<file path="src/rtl/regread_pkg.sv">
// rtl/regread_pkg.sv - shared constants and types for the register read-port arbiter
package regread_pkg;

  localparam int NUM_REQ_DEFAULT = 4;
  localparam int ADDR_W          = 5;
  localparam int DATA_W          = 64;
  localparam int ZERO_REG        = 31;

  typedef logic [ADDR_W-1:0] reg_idx_t;

  typedef enum logic {
    EMPTY = 1'b0,
    FULL  = 1'b1
  } rr_state_e;

endpackage

</file>
<file path="src/rtl/rr_arbiter.sv">
// rtl/rr_arbiter.sv - round-robin arbiter with a rotating priority pointer
module rr_arbiter #(
  parameter int N = 4
) (
  input  logic                 clk,
  input  logic                 reset,
  input  logic [N-1:0]         req,
  input  logic                 enable,
  input  logic                 advance,
  output logic [N-1:0]         gnt,
  output logic [$clog2(N)-1:0] gnt_idx
);

  localparam int IW = $clog2(N);

  logic [IW-1:0] ptr;
  logic [IW-1:0] cand;
  logic          found;

  // Scan from the pointer upward, wrapping; the first valid requester wins.
  always_comb begin
    gnt     = '0;
    gnt_idx = '0;
    found   = 1'b0;
    cand    = '0;
    for (int k = 0; k < N; k++) begin
      cand = IW'((int'(ptr) + k) % N);
      if (enable && !found && req[cand]) begin
        gnt[cand] = 1'b1;
        gnt_idx   = cand;
        found     = 1'b1;
      end
    end
  end

  always_ff @(posedge clk) begin
    if (reset) begin
      ptr <= '0;
    end else if (advance) begin
      ptr <= (gnt_idx == IW'(N - 1)) ? '0 : gnt_idx + 1'b1;
    end
  end

endmodule

</file>
<file path="src/rtl/regread_arbiter.sv">
// rtl/regread_arbiter.sv - shares one register-file read port among NUM_REQ clients
module regread_arbiter #(
  parameter int NUM_REQ  = regread_pkg::NUM_REQ_DEFAULT,
  parameter int ADDR_W   = regread_pkg::ADDR_W,
  parameter int DATA_W   = regread_pkg::DATA_W,
  parameter int ZERO_REG = regread_pkg::ZERO_REG
) (
  input  logic                       clk,
  input  logic                       reset,
  input  logic [NUM_REQ-1:0]         req_valid,
  input  logic [NUM_REQ*ADDR_W-1:0]  req_addr,
  output logic [NUM_REQ-1:0]         req_ready,
  output logic [ADDR_W-1:0]          rf_sel,
  input  logic [DATA_W-1:0]          rf_data,
  output logic                       rsp_valid,
  output logic [$clog2(NUM_REQ)-1:0] rsp_id,
  output logic [DATA_W-1:0]          rsp_data,
  input  logic                       rsp_ready
);

  import regread_pkg::*;

  localparam int   ID_W     = $clog2(NUM_REQ);
  localparam logic ST_EMPTY = 1'(EMPTY);
  localparam logic ST_FULL  = 1'(FULL);

  logic              state;
  logic              can_issue;
  logic              grant;
  logic [ID_W-1:0]   gnt_idx;
  logic [ADDR_W-1:0] addr_arr [NUM_REQ];

  for (genvar i = 0; i < NUM_REQ; i++) begin : g_addr
    assign addr_arr[i] = req_addr[i*ADDR_W +: ADDR_W];
  end

  // A full buffer may still issue when the consumer drains it this cycle.
  assign rsp_valid = (state == ST_FULL);
  assign can_issue = !rsp_valid || rsp_ready;
  assign grant     = |req_ready;

  rr_arbiter #(
    .N (NUM_REQ)
  ) u_rr (
    .clk     (clk),
    .reset   (reset),
    .req     (req_valid),
    .enable  (can_issue),
    .advance (grant),
    .gnt     (req_ready),
    .gnt_idx (gnt_idx)
  );

  // Idle select is pinned to zero so the read port never toggles on stale addresses.
  always_comb begin
    rf_sel = '0;
    if (grant) begin
      rf_sel = addr_arr[gnt_idx];
    end
  end

  always_ff @(posedge clk) begin
    if (reset) begin
      state    <= ST_EMPTY;
      rsp_id   <= '0;
      rsp_data <= '0;
    end else begin
      case (state)
        ST_EMPTY: begin
          if (grant) begin
            state    <= ST_FULL;
            rsp_id   <= gnt_idx;
            rsp_data <= (rf_sel == ADDR_W'(ZERO_REG)) ? '0 : rf_data;
          end
        end
        default: begin
          if (grant) begin
            rsp_id   <= gnt_idx;
            rsp_data <= (rf_sel == ADDR_W'(ZERO_REG)) ? '0 : rf_data;
          end else if (rsp_ready) begin
            state <= ST_EMPTY;
          end
        end
      endcase
    end
  end

endmodule
</file>
<file path="config.mk">
export PLATFORM = sky130hd
export DESIGN_NAME = regread_arbiter
export DESIGN_NICKNAME = d
export VERILOG_FILES = /design/src/rtl/regread_pkg.sv /design/src/rtl/rr_arbiter.sv /design/src/rtl/regread_arbiter.sv
export SDC_FILE = /design/constraint.sdc
export NUM_CORES = 1
export LEC_CHECK = 0
export CAP_MARGIN = 10
export CORE_ASPECT_RATIO = 1.5
export CORE_MARGIN = 4
export CORE_UTILIZATION = 42
export CTS_CLUSTER_SIZE = 10
export DETAILED_ROUTE_END_ITERATION = 6
export GPL_TIMING_DRIVEN = 0
export PLACE_DENSITY = 0.91
export SLEW_MARGIN = 0
export SYNTH_ARGS = -nofsm -noshare
export SYNTH_HDL_FRONTEND = slang
export SYNTH_SLANG_ARGS = --single-unit
</file>
<file path="constraint.sdc">
create_clock -name clk -period 10.7 [get_ports clk]
set_input_delay 1.605 -clock clk [delete_from_list [all_inputs] [get_ports clk]]
set_output_delay 1.605 -clock clk [all_outputs]
set_load 0.02 [all_outputs]
</file>
After elaboration in Yosys (flattened, before gate mapping)
Cells that the tools add are included.
{ "totals": {"latch_bits": 0, "romBits": 0, "mem_count": 0, "mem_bits_rw": 0, "regBits": 69} }
{ "classes": {"div": 0, "n_shift": 0, "bitwise_logic": 4, "mux": 37, "magnitude_cmp": 9, "multipliers": 0, "addsub": 4, "n_eq_ne": 2, "n_reduce_logical": 17} }
{ "ops": {"columns": ["cell", "n"], "rows": [
  ["two-way mux 64 bit", 1],
  ["two-way mux 4 bit", 4],
  ["two-way mux 1 bit", 15],
  ["two-way mux 5 bit", 3],
  ["< comparator 2 x 3 -> 1 bit, second input constant", 4],
  ["bitwise OR 4 bit", 3],
  ["logical AND 1 bit", 11],
  ["binary-select mux 5 bit (select 2 bit)", 1],
  ["two-way mux 2 bit", 5],
  ["binary-select mux 1 bit (select 2 bit)", 4],
  ["demux 1 bit (select 2 bit)", 4],
  ["greater-or-equal comparator 2 x 1 -> 1 bit, second input constant", 4],
  ["equality test 5 bit, second input constant", 1],
  ["adder 2 x 1 -> 2 bit, second input constant", 2],
  ["adder 2 bit, second input constant", 2],
  ["logical NOT 1 bit", 4],
  ["OR reduction 4 bit", 1],
  ["greater-or-equal comparator 3 bit, second input constant", 1],
  ["inverter 2 -> 3 bit", 1],
  ["equality test 2 bit, second input constant", 1],
  ["logical OR 1 bit", 1]
]} }

Depth between registers and ports, before layout
{ "depth": {"word_depth": 23, "ltp_mapped": 13, "mapped_depth_nobuf": 10} }

Hierarchy
Synthesis repeated with hierarchy kept, for this count alone.
{ "unflattened": {"hier_cells": 229, "hier_area_um2": 2830.2} }
{ "modules_own_cells": {"columns": ["mod", "cells_per_inst", "seq_area_each_um2", "instances", "area_per_inst_um2"], "rows": [
  ["regread_arbiter", 167, 1341.3, 1, 2248.4],
  ["rr_arbiter", 62, 40.0, 1, 581.8]
]} }

Worst setup path after synthesis
Ideal clock, no wire load.
{ "synth_timing": {"path_type": "input to output", "from": "input port req_valid[2]", "to": "output port rf_sel[2]", "setup_slack_ns": 5.349, "path_buffers": 1, "t_arrival_ns": 3.746, "stages": 7, "cell_sequence": "mux4_1 -> nor2b_1 -> a22oi_1 -> o22a_1 -> nand4_1 -> clkbuf_1 -> a21boi_0"} }
{ "synth_via": {"elab_chain_cells": 21, "elab_cells_between_ends": 38, "cone_classes": "mux: 23; bitwise: 4; reduce/logical: 11"} }
{ "synth_rtl": {"columns": ["element", "line_no", "text"], "rows": [
  ["start: declaration", "regread_arbiter.sv:10", "input logic [NUM_REQ-1:0] req_valid,"],
  ["binary-select mux 1 bit (select 2 bit)", "rr_arbiter.sv:28", "if (enable && !found && req[cand]) begin"],
  ["two-way mux 1 bit (implied by the code)", "rr_arbiter.sv:28", null],
  ["logical AND 1 bit", "rr_arbiter.sv:28", null],
  ["two-way mux 1 bit", "rr_arbiter.sv:28", null],
  ["logical NOT 1 bit", "rr_arbiter.sv:28", null],
  ["logical AND 1 bit (2 in series)", "rr_arbiter.sv:28", null],
  ["two-way mux 1 bit", "rr_arbiter.sv:28", null],
  ["logical NOT 1 bit", "rr_arbiter.sv:28", null],
  ["logical AND 1 bit (2 in series)", "rr_arbiter.sv:28", null],
  ["two-way mux 1 bit", "rr_arbiter.sv:28", null],
  ["logical NOT 1 bit", "rr_arbiter.sv:28", null],
  ["logical AND 1 bit (2 in series)", "rr_arbiter.sv:28", null],
  ["two-way mux 2 bit", "rr_arbiter.sv:28", null],
  ["inverter 2 -> 3 bit (implied by the code)", "regread_arbiter.sv:58", "rf_sel = addr_arr[gnt_idx];"],
  ["binary-select mux 5 bit (select 2 bit)", "regread_arbiter.sv:58", null],
  ["two-way mux 5 bit (implied by the code) (2 in series)", "regread_arbiter.sv:58", null],
  ["two-way mux 5 bit (*)", "regread_arbiter.sv:57", "if (grant) begin"],
  ["end: declaration", "regread_arbiter.sv:13", "output logic [ADDR_W-1:0] rf_sel,"]
]} }
Mark *: on every way between the ends. The rest lies on a longest branch, timed or not. The select of a mux whose other input is x is not followed.

Worst setup path in the final report
Same ends and word-level chain as after synthesis.

==> results.ini <==
[route]
wirelength_mm = 9.808
dr.first_iter.drc_count = 117
routedWlPerCell_um = 18.97
vias_per_cell = 5.609
drc = 0
detail_route.first_pass.iterations = 4
via_count = 2900
drtAntennaViolNets = 0

[critical_path]
crit_chain = clkdlybuf4s50_1, mux4_1, nor2b_1, a22oi_1, o22a_1, nand4_1, clkbuf_1, a21boi_0, clkdlybuf4s50_1
start_kind = input pin
crit_top_cell = clkdlybuf4s50_1
slowest_stage = mux4_1
critPathRequiredTime_ps = 9100
rr_worst_depth = 12
critical_path.max_stage_delay_ps = 710
rrSetupSlack_ps = 6540
arrival_ps = 5060
reg2reg_from = u_rr.ptr[0]
worstSetupEndpoint = rf_sel[2]
cp_max_fo = 10
crit_path_start = req_valid[2]
crit_type = input pin to output pin
crit_path_end_kind = output pin
r2r-end = rsp_data[26]

[placed_design]
placement.io_buffers = 165
place_inst = 504
dpl-instance-area_sq_um = 4778
dpl.hpwl_mm = 7.530
place_congestion = 0.9241

[yosys]
async_flop_share_pct = 0
synth-seq-area-share_pct = 45.60
ys_ff_latch = 69
synth_cells = 261
syn_area_sq_um = 3029
synth.distinct_cells = 43
yosys_warnings = 0
syn_area_per_cell_sq_um = 11.61
synthTopCellsByArea = dfxtp_1 (46%), a22o_2 (18%), a22o_1 (3.5%), ha_1 (3.3%), mux2i_1 (3.3%)
synth_nets = 360
synth_top_area_share_pct = 45.60
synth_edf_count = 0
yosys.area.top_type = dfxtp_1
yosys_most_used_dff = dfxtp_1

[sta]
period_share_pct = 62.33
slew_viol_final = 0
tightestPinTransition_ps = 732.3
slew_headroom_pct = 51.00
tns_ps = 0
hold_viol = 0
rsz0062_at_grt = no
setup_viol = 0
fmax_ghz = 0.1500
fin_crit_ps = 6669
clock_skew_ps = 4.008
holdWs_ps = 473.4

[flow_run]
cap_violations = 0

[power_and_ir_drop]
seq_power_share_pct = 26.3
power.internal_w = 0.001056
powerDensity_nw_per_um2 = 363.8
p_sw_share_pct = 41.32
power.leakage_nw = 1.966
p_switching_w = 0.0007435
irDropWorstVdd_uv = 168.6
combPwrFrac_pct = 63.1
pwr-share-clk_pct = 10.6

[layout]
final-seq-area_sq_um = 1381
fillerInstances = 519
fin_util_pct = 71.23
multiInputGateArea_sq_um = 1501
final_area_sq_um = 4946
antennaDiodeCount = 0
fin_cells = 517
area_growth_pct = 63.28
nets = 536
layout-drive-gt1-share_pct = 20.73

[floorplanning]
chipHeight_um = 112.0
start_util_pct = 43.62
rows = 37
core_area_sq_um = 6944
ios = 167
chipWidth_um = 77.34
die_area_sq_um = 8663

[cts]
cts_hold_buffers = 0
cts_root_buf = clkbuf_8
cts_tree = built
cts_setup_buffers = 0
cts_buffers = 9
clockBufferDepth = 2
post_cts_resized = 0
ctsHtreeMaxLevel = 3
cts.reportedPaths.clkPinSlew_ps = 60
clock_sinks = 69
clkLatencyLatePin_ps = 330

[grt]
grt_usage_pct = 22.41
grt_max_degree = 11
grt_pass1_vias = 2963
grt_pass1_wl_mm = 15.37
antenna_found_initial = 0
grt-ovfl-total = 0

[run_status]
status = finished, final reports clean

[min_path]
min_path_type = flop to flop

-- power by group through the flow --
stage / clock (W) / sequential (W) / combinational, W
detailed placement: 0 / 0.000475 / 0.00113
global placement: 0 / 0.000465 / 0.00111
CTS: 0.000196 / 0.000473 / 0.00114
floorplan: 0 / 0.000624 / 0.000513
global route: 0.000207 / 0.000491 / 0.00121
finish: 0.000191 / 0.000473 / 0.00113
-- worst min-delay path by stage --
| stage | to | slack, ps | cells past startpoint | startpoint |
|---|---|---|---|---|
| after global placement | rsp_data[49] | 460 | 1 | rsp_data[49] |
| final | rsp_data[0] | 470 | 1 | rsp_data[0] |
| after floorplan | rsp_id[1] | 570 | 2 | rsp_id[1] |
| after global routing | rsp_data[32] | 490 | 1 | rsp_data[32] |
| after detailed placement | rsp_data[30] | 460 | 1 | rsp_data[30] |
| after CTS | rsp_data[55] | 480 | 1 | rsp_data[55] |
-- cell type report --
type / count / area share (%)
repair buffers: 165 / 33.39
multi-input cells: 168 / 30.36
flip-flops and latches: 69 / 27.93
clock buffers: 10 / 2.580
plain buffers: 18 / 2.504
well taps: 78 / 1.973
clock inverters: 3 / 0.8095
inverters: 6 / 0.4554
-- metal layers --
layer | share of wire [%] | track usage, % | vias up
met1 | 37 | 22.67 | 1366
met3 | 8.9 | 7.303 | 22
met5 | 0 | 0 | -
met4 | 2.4 | 9.145 | 0
met2 | 52 | 41.60 | 159
li1 | - | - | 1353
-- metrics by stage --
step                power, W  setup slack [ps]
floorplan           0.001137              5349
global placement    0.001571              4195
detailed placement  0.001609              4059
CTS                 0.001810              4043
global route        0.001903              3817
finish              0.001799              4031
-- logic make-up (layout without fill, tap and decap cells) --
kind of cell,count (synthesis),count (layout),synth area share (%)
AOI/OAI and AO/OA,98,98,29.20
adders and majority gates,8,8,3.305
DFF,69,69,45.60
xor gates and xnor gates,1,1,0.2892
buffers and inverters,24,202,4.833
muxes,21,21,9.377
and+or+nand+nor,40,40,7.393
-- layout by cell type (no fill, tap or decap), types with 2 or more instances in the layout --
cell type,instances
o211a_1,2
clkinv_2,2
a21oi_1,4
nor2b_1,3
o22a_1,4
clkdlybuf4s50_1,165
and2_1,2
nand3_1,3
a22oi_1,4
a211oi_1,2
nand2b_1,2
mux4_2,4
nand2_1,7
mux2i_1,10
nor4_1,2
ha_1,8
nor3_1,3
clkbuf_8,9
nor2_1,11
inv_1,6
o21ai_0,7
mux2_2,6
clkbuf_1,10
a22o_1,12
buf_6,7
dfxtp_1,69
o21a_1,2
o22ai_1,2
a22o_2,53
-- synthesized netlist by cell type (2+ instances only) --
cell and count:
dfxtp_1 69, ha_1 8, and2_1 2, nor2_1 11
o211a_1 2, o21ai_0 7, a21oi_1 4, o22ai_1 2
nor4_1 2, nor3_1 3, o22a_1 4, a22oi_1 4
nand2b_1 2, buf_6 7, inv_1 6, nor2b_1 3
o21a_1 2, clkbuf_1 9, a211oi_1 2, mux2i_1 10
a22o_1 12, nand2_1 7, mux2_2 6, nand3_1 3
a22o_2 53, mux4_2 4
-- sequential cells by signal, indices dropped and copies added (netlist names) --
signal     cells
u_rr.ptr       2
rsp_id         2
rsp_data      64
rsp_valid      1
-- worst max-delay path: cells and delay by family --
| kind | cells | cell delay (ps) |
|---|---|---|
| compound gates | 3 | 630 |
| mux | 1 | 710 |
| simple gates | 2 | 570 |
| buf+inv | 3 | 1530 |
Note: power is estimated with default switching activity, not from simulation.
